$ cat src/rtl/flash_arbiter_if.sv
// CPU-side request ports and SPI flash reader handshake shared by the flash arbiter.
// The arbiter uses the slave modport; whatever drives the CPU ports and the reader uses master.
interface flash_arbiter_if;
    logic        i_req;
    logic [21:0] i_addr;
    logic        i_ack;
    logic        d_req;
    logic [21:0] d_addr;
    logic        d_ack;
    logic [31:0] rdata;
    logic        fl_rd_strb;
    logic        fl_stop;
    logic [21:0] fl_addr;
    logic [31:0] fl_data;
    logic        fl_ready;
    logic        fl_valid;

    modport slave (
        input  i_req, i_addr, d_req, d_addr, fl_data, fl_ready, fl_valid,
        output i_ack, d_ack, rdata, fl_rd_strb, fl_stop, fl_addr
    );

    modport master (
        output i_req, i_addr, d_req, d_addr, fl_data, fl_ready, fl_valid,
        input  i_ack, d_ack, rdata, fl_rd_strb, fl_stop, fl_addr
    );
endinterface

$ cat src/rtl/flash_arbiter.sv
// Round-robin sharing of the SPI flash word reader between ibus and dbus.
// Define PREFETCH_BUF_EN to keep read streams open with a one-word prefetch buffer.
module flash_arbiter #(
    parameter int unsigned STREAM_MAX  = 64,
    parameter bit          PRIO_D_INIT = 1'b1
) (
    input  logic           clk,
    input  logic           rst,
    flash_arbiter_if.slave bus
);

    typedef enum logic [1:0] {
        S_IDLE,
        S_WAIT,
`ifdef PREFETCH_BUF_EN
        S_STREAM,
`endif
        S_STOP
    } state_t;

    localparam logic [15:0] CNT_MAX = 16'(STREAM_MAX);

    state_t      state_q, state_d;
    logic        prio_d_q, prio_d_d;
    logic        port_d_q, port_d_d;
    logic [21:0] cur_addr_q, cur_addr_d;
    logic [31:0] rdata_q, rdata_d;
    logic        i_ack_q, i_ack_d;
    logic        d_ack_q, d_ack_d;
    logic        strb_q, strb_d;
    logic        stop_q, stop_d;
    logic        close;

    // A port is ignored while its own ack is high so a held req is not re-served.
    logic        i_rq, d_rq, win_d, win_tie;
    logic [21:0] win_addr;
    assign i_rq     = bus.i_req & ~i_ack_q;
    assign d_rq     = bus.d_req & ~d_ack_q;
    assign win_d    = d_rq & (~i_rq | prio_d_q);
    assign win_tie  = i_rq & d_rq;
    assign win_addr = win_d ? bus.d_addr : bus.i_addr;

    logic unused_ok;
    assign unused_ok = ^{bus.i_addr[1:0], bus.d_addr[1:0], CNT_MAX};

`ifdef PREFETCH_BUF_EN
    logic [15:0] word_cnt_q, word_cnt_d;
    logic        buf_valid_q, buf_valid_d;
    logic [31:0] buf_data_q, buf_data_d;
    logic [21:0] next_addr;
    logic        i_hit, d_hit, hit_any, hit_d, hit_tie, other_req, last_word;
    logic        deliver;
    logic [31:0] deliver_data;

    // The buffered word always belongs to next_addr, so no separate address is stored.
    assign next_addr = cur_addr_q + 22'd4;
    assign i_hit     = i_rq && (bus.i_addr[21:2] == next_addr[21:2]);
    assign d_hit     = d_rq && (bus.d_addr[21:2] == next_addr[21:2]);
    assign hit_any   = i_hit | d_hit;
    assign hit_d     = d_hit & (~i_hit | prio_d_q);
    assign hit_tie   = i_hit & d_hit;
    assign other_req = (i_rq | d_rq) & ~hit_any;
    assign last_word = (next_addr[21:2] == '1) ||
                       ((STREAM_MAX != 0) && (word_cnt_q + 16'd1 == CNT_MAX));
`endif

    always_ff @(posedge clk) begin
        if (rst) begin
            state_q     <= S_IDLE;
            prio_d_q    <= PRIO_D_INIT;
            port_d_q    <= 1'b0;
            cur_addr_q  <= '0;
            rdata_q     <= '0;
            i_ack_q     <= 1'b0;
            d_ack_q     <= 1'b0;
            strb_q      <= 1'b0;
            stop_q      <= 1'b0;
`ifdef PREFETCH_BUF_EN
            word_cnt_q  <= '0;
            buf_valid_q <= 1'b0;
            buf_data_q  <= '0;
`endif
        end else begin
            state_q     <= state_d;
            prio_d_q    <= prio_d_d;
            port_d_q    <= port_d_d;
            cur_addr_q  <= cur_addr_d;
            rdata_q     <= rdata_d;
            i_ack_q     <= i_ack_d;
            d_ack_q     <= d_ack_d;
            strb_q      <= strb_d;
            stop_q      <= stop_d;
`ifdef PREFETCH_BUF_EN
            word_cnt_q  <= word_cnt_d;
            buf_valid_q <= buf_valid_d;
            buf_data_q  <= buf_data_d;
`endif
        end
    end

    always_comb begin
        state_d    = state_q;
        prio_d_d   = prio_d_q;
        port_d_d   = port_d_q;
        cur_addr_d = cur_addr_q;
        rdata_d    = rdata_q;
        i_ack_d    = 1'b0;
        d_ack_d    = 1'b0;
        strb_d     = 1'b0;
        stop_d     = 1'b0;
        close      = 1'b0;
`ifdef PREFETCH_BUF_EN
        word_cnt_d   = word_cnt_q;
        buf_valid_d  = buf_valid_q;
        buf_data_d   = buf_data_q;
        deliver      = 1'b0;
        deliver_data = buf_data_q;
`endif
        case (state_q)
            S_IDLE: begin
                if ((i_rq | d_rq) && bus.fl_ready) begin
                    strb_d     = 1'b1;
                    port_d_d   = win_d;
                    cur_addr_d = {win_addr[21:2], 2'b00};
                    if (win_tie) prio_d_d = ~prio_d_q;
                    state_d    = S_WAIT;
                end
            end
            S_WAIT: begin
                if (bus.fl_valid) begin
                    rdata_d = bus.fl_data;
                    i_ack_d = ~port_d_q;
                    d_ack_d = port_d_q;
`ifdef PREFETCH_BUF_EN
                    word_cnt_d = 16'd1;
                    if ((cur_addr_q[21:2] == '1) || ((STREAM_MAX != 0) && (CNT_MAX == 16'd1)))
                        close = 1'b1;
                    else
                        state_d = S_STREAM;
`else
                    close = 1'b1;
`endif
                end
            end
`ifdef PREFETCH_BUF_EN
            S_STREAM: begin
                if (buf_valid_q) begin
                    if (hit_any) begin
                        deliver      = 1'b1;
                        deliver_data = buf_data_q;
                        buf_valid_d  = bus.fl_valid;
                        buf_data_d   = bus.fl_data;
                    end else if (other_req || bus.fl_valid) begin
                        close = 1'b1;
                    end
                end else if (hit_any && bus.fl_valid) begin
                    deliver      = 1'b1;
                    deliver_data = bus.fl_data;
                end else if (other_req) begin
                    close = 1'b1;
                end else if (bus.fl_valid) begin
                    buf_valid_d = 1'b1;
                    buf_data_d  = bus.fl_data;
                end
                if (deliver) begin
                    rdata_d    = deliver_data;
                    i_ack_d    = ~hit_d;
                    d_ack_d    = hit_d;
                    cur_addr_d = next_addr;
                    word_cnt_d = word_cnt_q + 16'd1;
                    if (hit_tie) prio_d_d = ~prio_d_q;
                    if (last_word) close = 1'b1;
                end
            end
`endif
            S_STOP: begin
                // fl_ready is only trusted once the stop pulse has been seen by the reader.
                if (!stop_q && bus.fl_ready) state_d = S_IDLE;
            end
            default: state_d = S_IDLE;
        endcase
        if (close) begin
            state_d = S_STOP;
            stop_d  = 1'b1;
`ifdef PREFETCH_BUF_EN
            buf_valid_d = 1'b0;
`endif
        end
    end

    assign bus.i_ack      = i_ack_q;
    assign bus.d_ack      = d_ack_q;
    assign bus.rdata      = rdata_q;
    assign bus.fl_rd_strb = strb_q;
    assign bus.fl_stop    = stop_q;
    assign bus.fl_addr    = cur_addr_q;

endmodule

$ cat src/flat_wrapper.sv
// flat-port wrapper written by rule: the top's interface ports become plain ports
module flash_arbiter_flat 
#(
    parameter int unsigned STREAM_MAX  = 64,
    parameter bit          PRIO_D_INIT = 1'b1
)
  (clk, rst, bus_i_req, bus_i_addr, bus_d_req, bus_d_addr, bus_fl_data, bus_fl_ready, bus_fl_valid, bus_i_ack, bus_d_ack, bus_rdata, bus_fl_rd_strb, bus_fl_stop, bus_fl_addr);
  flash_arbiter_if bus_i ();
  input  logic clk;
  input  logic rst;
  input wire logic [$bits(bus_i.i_req)-1:0] bus_i_req;
  input wire logic [$bits(bus_i.i_addr)-1:0] bus_i_addr;
  input wire logic [$bits(bus_i.d_req)-1:0] bus_d_req;
  input wire logic [$bits(bus_i.d_addr)-1:0] bus_d_addr;
  input wire logic [$bits(bus_i.fl_data)-1:0] bus_fl_data;
  input wire logic [$bits(bus_i.fl_ready)-1:0] bus_fl_ready;
  input wire logic [$bits(bus_i.fl_valid)-1:0] bus_fl_valid;
  output wire logic [$bits(bus_i.i_ack)-1:0] bus_i_ack;
  output wire logic [$bits(bus_i.d_ack)-1:0] bus_d_ack;
  output wire logic [$bits(bus_i.rdata)-1:0] bus_rdata;
  output wire logic [$bits(bus_i.fl_rd_strb)-1:0] bus_fl_rd_strb;
  output wire logic [$bits(bus_i.fl_stop)-1:0] bus_fl_stop;
  output wire logic [$bits(bus_i.fl_addr)-1:0] bus_fl_addr;
  assign bus_i.i_req = bus_i_req;
  assign bus_i.i_addr = bus_i_addr;
  assign bus_i.d_req = bus_d_req;
  assign bus_i.d_addr = bus_d_addr;
  assign bus_i.fl_data = bus_fl_data;
  assign bus_i.fl_ready = bus_fl_ready;
  assign bus_i.fl_valid = bus_fl_valid;
  assign bus_i_ack = bus_i.i_ack;
  assign bus_d_ack = bus_i.d_ack;
  assign bus_rdata = bus_i.rdata;
  assign bus_fl_rd_strb = bus_i.fl_rd_strb;
  assign bus_fl_stop = bus_i.fl_stop;
  assign bus_fl_addr = bus_i.fl_addr;
  flash_arbiter #(.STREAM_MAX(STREAM_MAX), .PRIO_D_INIT(PRIO_D_INIT)) u_core (.clk(clk), .rst(rst), .bus(bus_i));
endmodule
$ cat config.mk
export PLATFORM = sky130hd
export DESIGN_NAME = flash_arbiter_flat
export DESIGN_NICKNAME = d
export VERILOG_FILES = /design/src/rtl/flash_arbiter_if.sv /design/src/rtl/flash_arbiter.sv /design/src/flat_wrapper.sv
export SDC_FILE = /design/constraint.sdc
export NUM_CORES = 1
export LEC_CHECK = 0
export BUFFER_PORTS_ARGS = -buffer_cell sky130_fd_sc_hd__buf_2
export CAP_MARGIN = 15
export CORE_MARGIN = 5
export CORE_UTILIZATION = 43
export DETAILED_ROUTE_END_ITERATION = 10
export GPL_TIMING_DRIVEN = 0
export MAX_ROUTING_LAYER = met4
export PLACE_DENSITY = 0.79
export SYNTH_ARGS = -nofsm -noshare
export SYNTH_HDL_FRONTEND = slang
export SYNTH_SLANG_ARGS = --single-unit
$ cat constraint.sdc
create_clock -name clk -period 1.6 [get_ports clk]
set_clock_uncertainty 0.2 [all_clocks]
set_input_delay 0.24 -clock clk [delete_from_list [all_inputs] [get_ports clk]]
set_output_delay 0.24 -clock clk [all_outputs]
set_load 0.02 [all_outputs]
# --- Yosys cells after proc, flatten, opt, wreduce, memory -nomap -nowiden ---
# Cells that the tools add are included.
op_classes:
  n_mux: 9
  bitwise: 14
  order_cmp: 0
  n_eq_ne: 7
  n_shift: 0
  reduce_logical: 12
  add_sub_neg: 0
  multipliers: 0
  div_mod_pow: 0
ops:
  columns: ["op", "count"]
  rows:
  - ["$mux 22", 1]
  - ["$reduce_and 3->1", 3]
  - ["$not 1->1", 8]
  - ["$mux 2", 3]
  - ["$ne 2x1->1 const B", 3]
  - ["$ne 3x1->1 const B", 2]
  - ["$pmux 2 s3", 1]
  - ["$and 1x1->1", 4]
  - ["$mux 1", 4]
  - ["$reduce_and 2->1", 2]
  - ["$reduce_or 2->1", 2]
  - ["$reduce_or 3->1", 1]
  - ["$eq 2x1->1 const B", 1]
  - ["$eq 2x2->1 const B", 1]
  - ["$logic_and 1x1->1", 2]
  - ["$logic_not 2->1", 1]
  - ["$or 1x1->1", 2]
  - ["$logic_not 1->1", 1]
totals:
  register_bits: 60
  out_inout_bits: 58
  latch_bits: 0
  n_memories: 0
  mem_bits_rw: 0
  rom_bits: 0
  elab_cells: 52
  inputBits: 82

# --- Longest topological paths before layout ---
# Gate-level depths: netlist of the first run.
depth:
  word_depth: 7
  ltp_mapped: 6
  mapped_depth_nobuf: 4

# --- Worst setup path before layout of the first run ---
# No wires, ideal clock.
synth_path:
  kind: "flip-flop to flip-flop"
  start: "register u_core.i_ack_q (netlist: u_core.bus.i_ack)"
  end: "register u_core.cur_addr_q[19] (netlist: u_core.bus.fl_addr[19])"
  t_required_ps: 1253
  period_less_slack_ps: 1570
  path_buffers: 1
  t_arrival_ps: 1223
  setup_slack_ps: 30
  setup_time_ps: 147
  path_stages_with_launch: 6
  cell_sequence: "dfxtp_1 -> or3b_4 -> and2_4 -> buf_6 -> nand2_1 -> a311oi_2"
synth_via:
  elab_chain_cells: 6
  word_cells_on_any_way: 9
  cone_classes: "mux (1); bitwise (6); reduce/logical (2)"
synth_rtl:
  columns: ["item", "line_no", "text"]
  rows:
  - ["start, declared", "flash_arbiter.sv:28", "logic i_ack_q, i_ack_d;"]
  - ["start signal, assigned", "flash_arbiter.sv:89", "i_ack_q <= i_ack_d;"]
  - ["$not 1->1 *", "flash_arbiter.sv:37", "assign i_rq = bus.i_req & ~i_ack_q;"]
  - ["$and 1x1->1 *", "flash_arbiter.sv:37", null]
  - ["$not 1->1", "flash_arbiter.sv:39", "assign win_d = d_rq & (~i_rq | prio_d_q);"]
  - ["$or 1x1->1", "flash_arbiter.sv:39", null]
  - ["$and 1x1->1", "flash_arbiter.sv:39", null]
  - ["$mux 22", "flash_arbiter.sv:41", "assign win_addr = win_d ? bus.d_addr : bus.i_addr;"]
  - ["end signal, assigned", "flash_arbiter.sv:87", "cur_addr_q <= cur_addr_d;"]
  - ["end, declared", "flash_arbiter.sv:26", "logic [21:0] cur_addr_q, cur_addr_d;"]
# Mark *: on every way between the ends. The rest lies on a longest branch, timed or not.
# A chain may end at the register's enable or synchronous reset.

# --- Worst setup path after layout of the first run ---
layout_path:
  start: "register u_core.i_ack_q (netlist: u_core.bus.i_ack)"
  end: "register u_core.cur_addr_q[5] (netlist: u_core.bus.fl_addr[5])"
# Same word-level chain as after synthesis.

==> results of run 1 <==
[flip-flops by register name, summed over array words and instances, names as in the netlist]
name	cells
u_core.bus.d_ack	1
u_core.bus.fl_addr	20
u_core.bus.fl_rd_strb	1
u_core.bus.fl_stop	1
u_core.bus.i_ack	1
u_core.bus.rdata	32
u_core.port_d_q	1
u_core.prio_d_q	1
u_core.state_q	2
[Yosys cell counts (all sizes together)]
library cell / instances / area share (%)
dfxtp: 60 / 51
o211a: 1 / 0.42
nor3: 1 / 0.21
clkbuf: 2 / 0.32
a311oi: 20 / 12
nand2: 42 / 7.0
nand2b: 1 / 0.26
conb: 1 / 0.16
nor3b: 1 / 0.32
nand4: 1 / 0.26
nor2b: 4 / 1.4
mux2i: 1 / 0.42
xor2: 1 / 0.37
a21oi: 2 / 0.42
nor2: 24 / 3.9
o21a: 1 / 0.32
nand3b: 1 / 0.32
a22o: 32 / 12
inv: 1 / 0.16
buf: 19 / 7.5
and2: 2 / 0.64
or3b: 1 / 0.48
[repair_timing]
action,CTS,global route
endpoints found under the hold margin,51,0
cloned,0,2
setup endpoints to repair,13,51
pin swaps,0,14
hold buffers,67,0
buffers inserted,1,4
gates resized for setup,0,22
[through the flow]
stage               hold slack (ns)  instance area [um^2]  util (%)
floorplan                     0.165                  2370         -
detailed placement            0.241                  3120      57.3
finish                       0.0196                  4120      75.7
global route                 0.0114                  4120      75.7
CTS                        0.000143                  3970      72.9
global placement              0.251                  3120      57.3
[cells by family (layout without fill, tap and decap cells)]
kind of cell,after synthesis,after routing,synth area share [%]
compound gates,56,56,25.5
xor+xnor,1,1,0.371
buf+inv,22,243,7.99
flops,60,60,50.8
mux,1,1,0.424
other cells,1,2,0.159
simple gates,78,78,14.8
[layout by cell type (no fill, tap or decap), types with 2 or more instances in the layout]
master | netlist | final
nor2b_1 | 3 | 2
buf_8 | 3 | 4
conb_1 | 1 | 2
clkbuf_16 | 0 | 2
nand2_1 | 41 | 30
a22o_1 | 32 | 32
buf_2 | 4 | 136
nor2b_4 | 1 | 2
clkbuf_1 | 2 | 3
a21oi_1 | 2 | 2
clkbuf_8 | 0 | 10
dlygate4sd3_1 | 0 | 67
buf_6 | 6 | 5
dfxtp_1 | 60 | 59
nor2_1 | 23 | 23
a311oi_2 | 19 | 19
clkinv_2 | 0 | 4
nand2_2 | 0 | 6
buf_4 | 6 | 10
nand2_4 | 1 | 5
[power by group through the flow]
stage	Combinational (mW)	Clock [mW]	Sequential (mW)
2_1_floorplan	0.325	0	1.77
3_3_place_gp	0.660	0	1.66
3_5_place_dp	0.673	0	1.67
4_1_cts	0.802	1.19	1.64
5_1_grt	0.935	1.25	1.65
6_report	0.875	1.17	1.64
[layer usage]
layer / share of wire (%) / global-route usage (%) / routed length [um]
met5: 0 / - / 0
met2: 52 / 42.4 / 4440
met1: 39 / 24.8 / 3280
met3: 7.7 / 6.08 / 651
met4: 1.2 / 8.04 / 99
[worst min path at each step]
stage / slack [ns] / startpoint / to
detailed placement: 0.24 / u_core.port_d_q / u_core.bus.i_ack
global route: 0.01 / bus_d_addr[9] / u_core.bus.fl_addr[9]
global placement: 0.25 / bus_fl_data[19] / u_core.bus.rdata[19]
CTS: 0.0001 / bus_i_addr[17] / u_core.bus.fl_addr[17]
finish: 0.02 / bus_i_addr[17] / u_core.bus.fl_addr[17]
floorplan: 0.17 / bus_fl_data[10] / u_core.bus.rdata[10]
[final cells by class]
type	count	area, um^2
repair buffers	206	1420
plain buffers	20	181
well taps	72	90.1
clock inverters	5	27.5
fillers	381	1320
inverters	1	3.75
multi-input cells	138	1050
flip-flops and latches	60	1200
clock buffers	11	141
[worst max-delay path, delay by kind of cell (launching register included)]
kind,cells,cell delay [ns]
buffers and inverters,1,0.14
DFF,1,0.33
AOI/OAI and AO/OA,1,0.10
and+or+nand+nor,3,0.70
==> metrics, run 1 <==
status finished with violations; failing checks negative setup slack; CP Max Fanout 10; FP Rows 27; Core ar. 5440 um^2; initial antenna violation count 0; Longest Clk Path Bufs 2; R2R Path End u_core.bus.fl_addr[5]; leak pwr ~2.0 nW; clock latency on the worst-skew pair 0.32 ns; Netlist cell types 30; Setup CP Type register to register; warnings from Yosys 0; Ports 140; Slew Viols, Final 0; Critical Path Slowest Stage Cell or3b_4; number of H-tree levels 3; vias in the first global route 2670; routed wire length 8.47 mm; minimum clock period 1.62 ns; number of CTS-inserted buffers 9; Post-Syn Area between 2000 and 2500 um^2; crit end category register; number of max-cap violations 0; Worst Hold Path Cells 3; syn avg cell area 10.8 um^2; worst path required time around 1.6 ns; slew margin rel. 53.7%; Reg2Reg Setup Slack -0.02 ns; GPL Wtd Cong 0.811; Vias 2578; Switch Pwr 1.07 mW; WP data arrival 1.60 ns; initial DRC count 104; final setup violation count 8; Area Growth Syn to Fin 74.2%; # port buffers 132; Worst Setup SP u_core.bus.i_ack; Worst-Margin Slew 0.694 ns; RSZ-0062 raised after global routing yes; Power Density just under 900 nW/um^2; worst-case reg-to-reg path depth 5; largest net degree at the start of global routing 11; Avg WL per Cell 16.5 um; sequential power share 44.5%; HPWL Detailed 4.60 mm; Initial Utilization 43.5%; Int Pwr between 2 and 3 mW; Die Footprint 7080 um^2; Worst-path clk slew 0.07 ns; Setup TNS -0.0889 ns; Mapped Cells 219; startpoint types register; sw frac 29.0%; Vias/cell 5.03; Total Routing Usage GR 23.5%; post-route ant nets 0; CTS tree built; Ant. Diodes 0; clock power share 31.7%; Critical Path, Cell by Cell or3b_4, and2_4, buf_6, nand2_1, a311oi_2; Remaining Overflow, GRT 0; fmax 0.618 GHz; total power 3.68 mW; endpoints failing hold 0; Worst path max stage delay around 0.43 ns; first-pass GRT wire length 13.0 mm; drt first pass iters 4; Final Worst Setup Slack -0.0188 ns; Synth Register Bits 60; Finished Layout Cells 513; worst min path class primary input to register; Post-Place Cells 424; number of clock sinks 60; Post-Place Setup Slack -0.0430 ns; Root Driver clkbuf_8; final net count slightly above 500; DRC 0; register area share after synthesis between 50% and 60%; worst reg2reg startpoint u_core.bus.i_ack; width of the die 84.1 um; Gate power share 23.8%; IR drop worst, VDD ~0.52 mV; Tcrit/Tclk final 101%; end of the critical path u_core.bus.fl_addr[5]; die height 84.1 um; layout cells sized above 1 47.4%
(Power assumes the default switching activity.)
==> inputs of run 2 (changes only) <==
CORE_ASPECT_RATIO = 1.2   (was unset)
HOLD_SLACK_MARGIN = 0.03   (was unset)
==> metrics, run 2 (synthesis gave the netlist of run 1 again) <==
Top Family by Delay on Critical Path simple AND/OR/NAND/NOR gates; CTS tree built; Worst Hold Path Cells 4 (+1); worst-case reg-to-reg path depth 5 (unchanged); R2R Path End u_core.bus.fl_addr[6]; worst min path class primary input to register; initial DRC count 48 (-54%); startpoint types register; Worst path max stage delay 0.41 ns (-0.02 ns); Setup CP Type register to register; crit end category register; fin util 76.8% (+1.1 points); Total Routing Usage GR 23.4% (-0.16 points); endpoints failing hold 0 (unchanged); clock power share 33.5% (+1.8 points); worst hold start bus_fl_ready; Critical Path Slowest Stage Cell or3b_4; final setup violation count 1 (-7); Tcrit/Tclk final 101% (+0.28 points); RSZ-0062 raised after global routing yes; largest net degree at the start of global routing 11 (unchanged); total power 3.75 mW (+1.8%); number of CTS-inserted buffers 9 (unchanged); worst reg2reg startpoint u_core.bus.i_ack; number of H-tree levels 3 (unchanged); most common cell after layout, fill and taps aside buf_2; Final Worst Setup Slack -0.0232 ns (-0.00441 ns); Buffers & Inverters on Critical Path 1 (unchanged); Root Driver clkbuf_8; Remaining Overflow, GRT 0 (unchanged); drt first pass iters 4 (unchanged); Area Growth Syn to Fin 73.3%; FP Rows 29 (+7.4%); Avg WL per Cell 16.4 um (-0.68%); Vias/cell 4.95 (-1.5%); Worst-path clk slew 0.06 ns (about the same); initial antenna violation count 0 (unchanged); failing checks negative setup slack; number of cells on the critical path 5 (unchanged); Ports 140 (unchanged); Critical Path, Cell by Cell or3b_4, and2_4, buf_6, nand2_2, a311oi_2; layout cells sized above 1 45.8% (-1.5 points); worst path required time 1.58 ns (about the same); HPWL Detailed 4.66 mm (+1.3%); # fillers 353 (-7.3%); Vias 2509 (-2.7%); Longest Clk Path Bufs 2 (unchanged); Switch Pwr 1.05 mW (-1.5%); worst hold endpoint u_core.state_q[1]; Post-Place Setup Slack -0.0322 ns (+0.0107 ns); die height 91.2 um (+8.4%); status finished with violations; slew margin rel. 55.9% (+2.1 points); final net count 522 (+0.77%); Initial Utilization 44.3% (+0.86 points); number of clock sinks 60 (unchanged); Int Pwr 2.70 mW (+3.2%); routed wire length 8.32 mm (-1.8%); DRC 0 (unchanged); Slew Viols, Final 0 (unchanged); sw frac 28.1% (-0.95 points); Core ar. 5330 um^2 (-1.9%); Die Footprint 7090 um^2 (about the same); most frequent cells in the layout 136 x buf_2, 72 x dlygate4sd3_1, 56 x dfxtp_1; fmax 0.616 GHz (-0.27%); WP data arrival 1.60 ns (about the same); first-pass GRT wire length 12.7 mm (-1.9%); sequential power share 43.7% (-0.8 points); clock latency on the worst-skew pair 0.33 ns (about the same); IR drop worst, VDD 0.551 mV (+5.7%); leak pwr 1.97 nW (-0.53%); post-route ant nets 0 (unchanged); max reg flops 32 (unchanged); Gate power share 22.7% (-1.1 points); GPL Wtd Cong 0.720 (-11%); number of max-cap violations 0 (unchanged); Reg2Reg Setup Slack -0.02 ns (about the same); # port buffers 132 (unchanged); CP Max Fanout 10 (unchanged); vias in the first global route 2673 (+0.11%); Ant. Diodes 0 (unchanged); Power Density 916 nW/um^2 (+2.3%); minimum clock period 1.62 ns (+0.00441 ns); width of the die 77.7 um (-7.7%); Worst-Margin Slew 0.662 ns (-0.0321 ns)
## run 2: cell count changes in the layout (fill, tap and decap cells not counted), moves of 2 or more
cell	delta
nand2_1	+8
clkbuf_8	+2
dfxtp_2	+3
nand2_4	-3
dfxtp_1	-3
nand2_2	-4
dlygate4sd3_1	+5
## run 2: worst max path at each step
stage               slack, ns        startpoint                endpoint
global placement       -0.008               rst  u_core.bus.fl_addr[21]
finish                  -0.02  u_core.bus.i_ack   u_core.bus.fl_addr[6]
floorplan                0.03  u_core.bus.i_ack  u_core.bus.fl_addr[19]
CTS                     0.005  u_core.bus.d_ack   u_core.bus.fl_addr[6]
detailed placement      -0.03               rst   u_core.bus.fl_addr[6]
global route            -0.04  u_core.bus.i_ack   u_core.bus.fl_addr[6]
## run 2: timing repair
item                       in CTS  in global routing
buffers inserted                1                  3
hold buffers                   72                  0
pin swaps                       0                  5
hold endpoints to repair       52                  0
gates cloned                    0                  1
resized for setup               0                 11
setup endpoints to repair       1                 24
## run 2: layout make-up
type	count	area, um^2	area share, %
Buffer	21	193	4.70
Clock buffer	12	165	4.03
Clock inverter	4	22.5	0.550
Inverter	1	3.75	0.0916
Multi-Input combinational cell	138	992	24.2
Sequential cell	60	1210	29.4
Tap cell	62	77.6	1.89
Timing Repair Buffer	209	1440	35.1
## run 2: through the flow
stage	hold WS, ns	instance area, um^2	instances	setup TNS [ns]
global route	0.0527	4100	507	-0.249
CTS	0.0367	4020	503	0
floorplan	0.165	2370	220	0
detailed placement	0.251	3110	414	-0.166
global placement	0.250	3110	414	-0.0146
finish	0.0362	4100	507	-0.0232
## run 2: routing by layer
metal	track usage, %	routed length, um
met1	23.8	3100
met2	40.5	4330
met3	6.93	643
met4	10.9	246
met5	-	0
## run 2: worst min-delay path: cells and delay by family
kind / cells / cell delay, ns
AOI/OAI and AO/OA: 2 / 0.12
buffers and inverters: 1 / 0.11
and+or+nand+nor: 1 / 0.06
## run 2: power groups by stage
stage	registers [mW]	logic [mW]	clock network, mW
global placement	1.66	0.663	0
finish	1.64	0.853	1.26
CTS	1.64	0.809	1.28
global route	1.65	0.913	1.37
detailed placement	1.67	0.670	0
floorplan	1.77	0.325	0
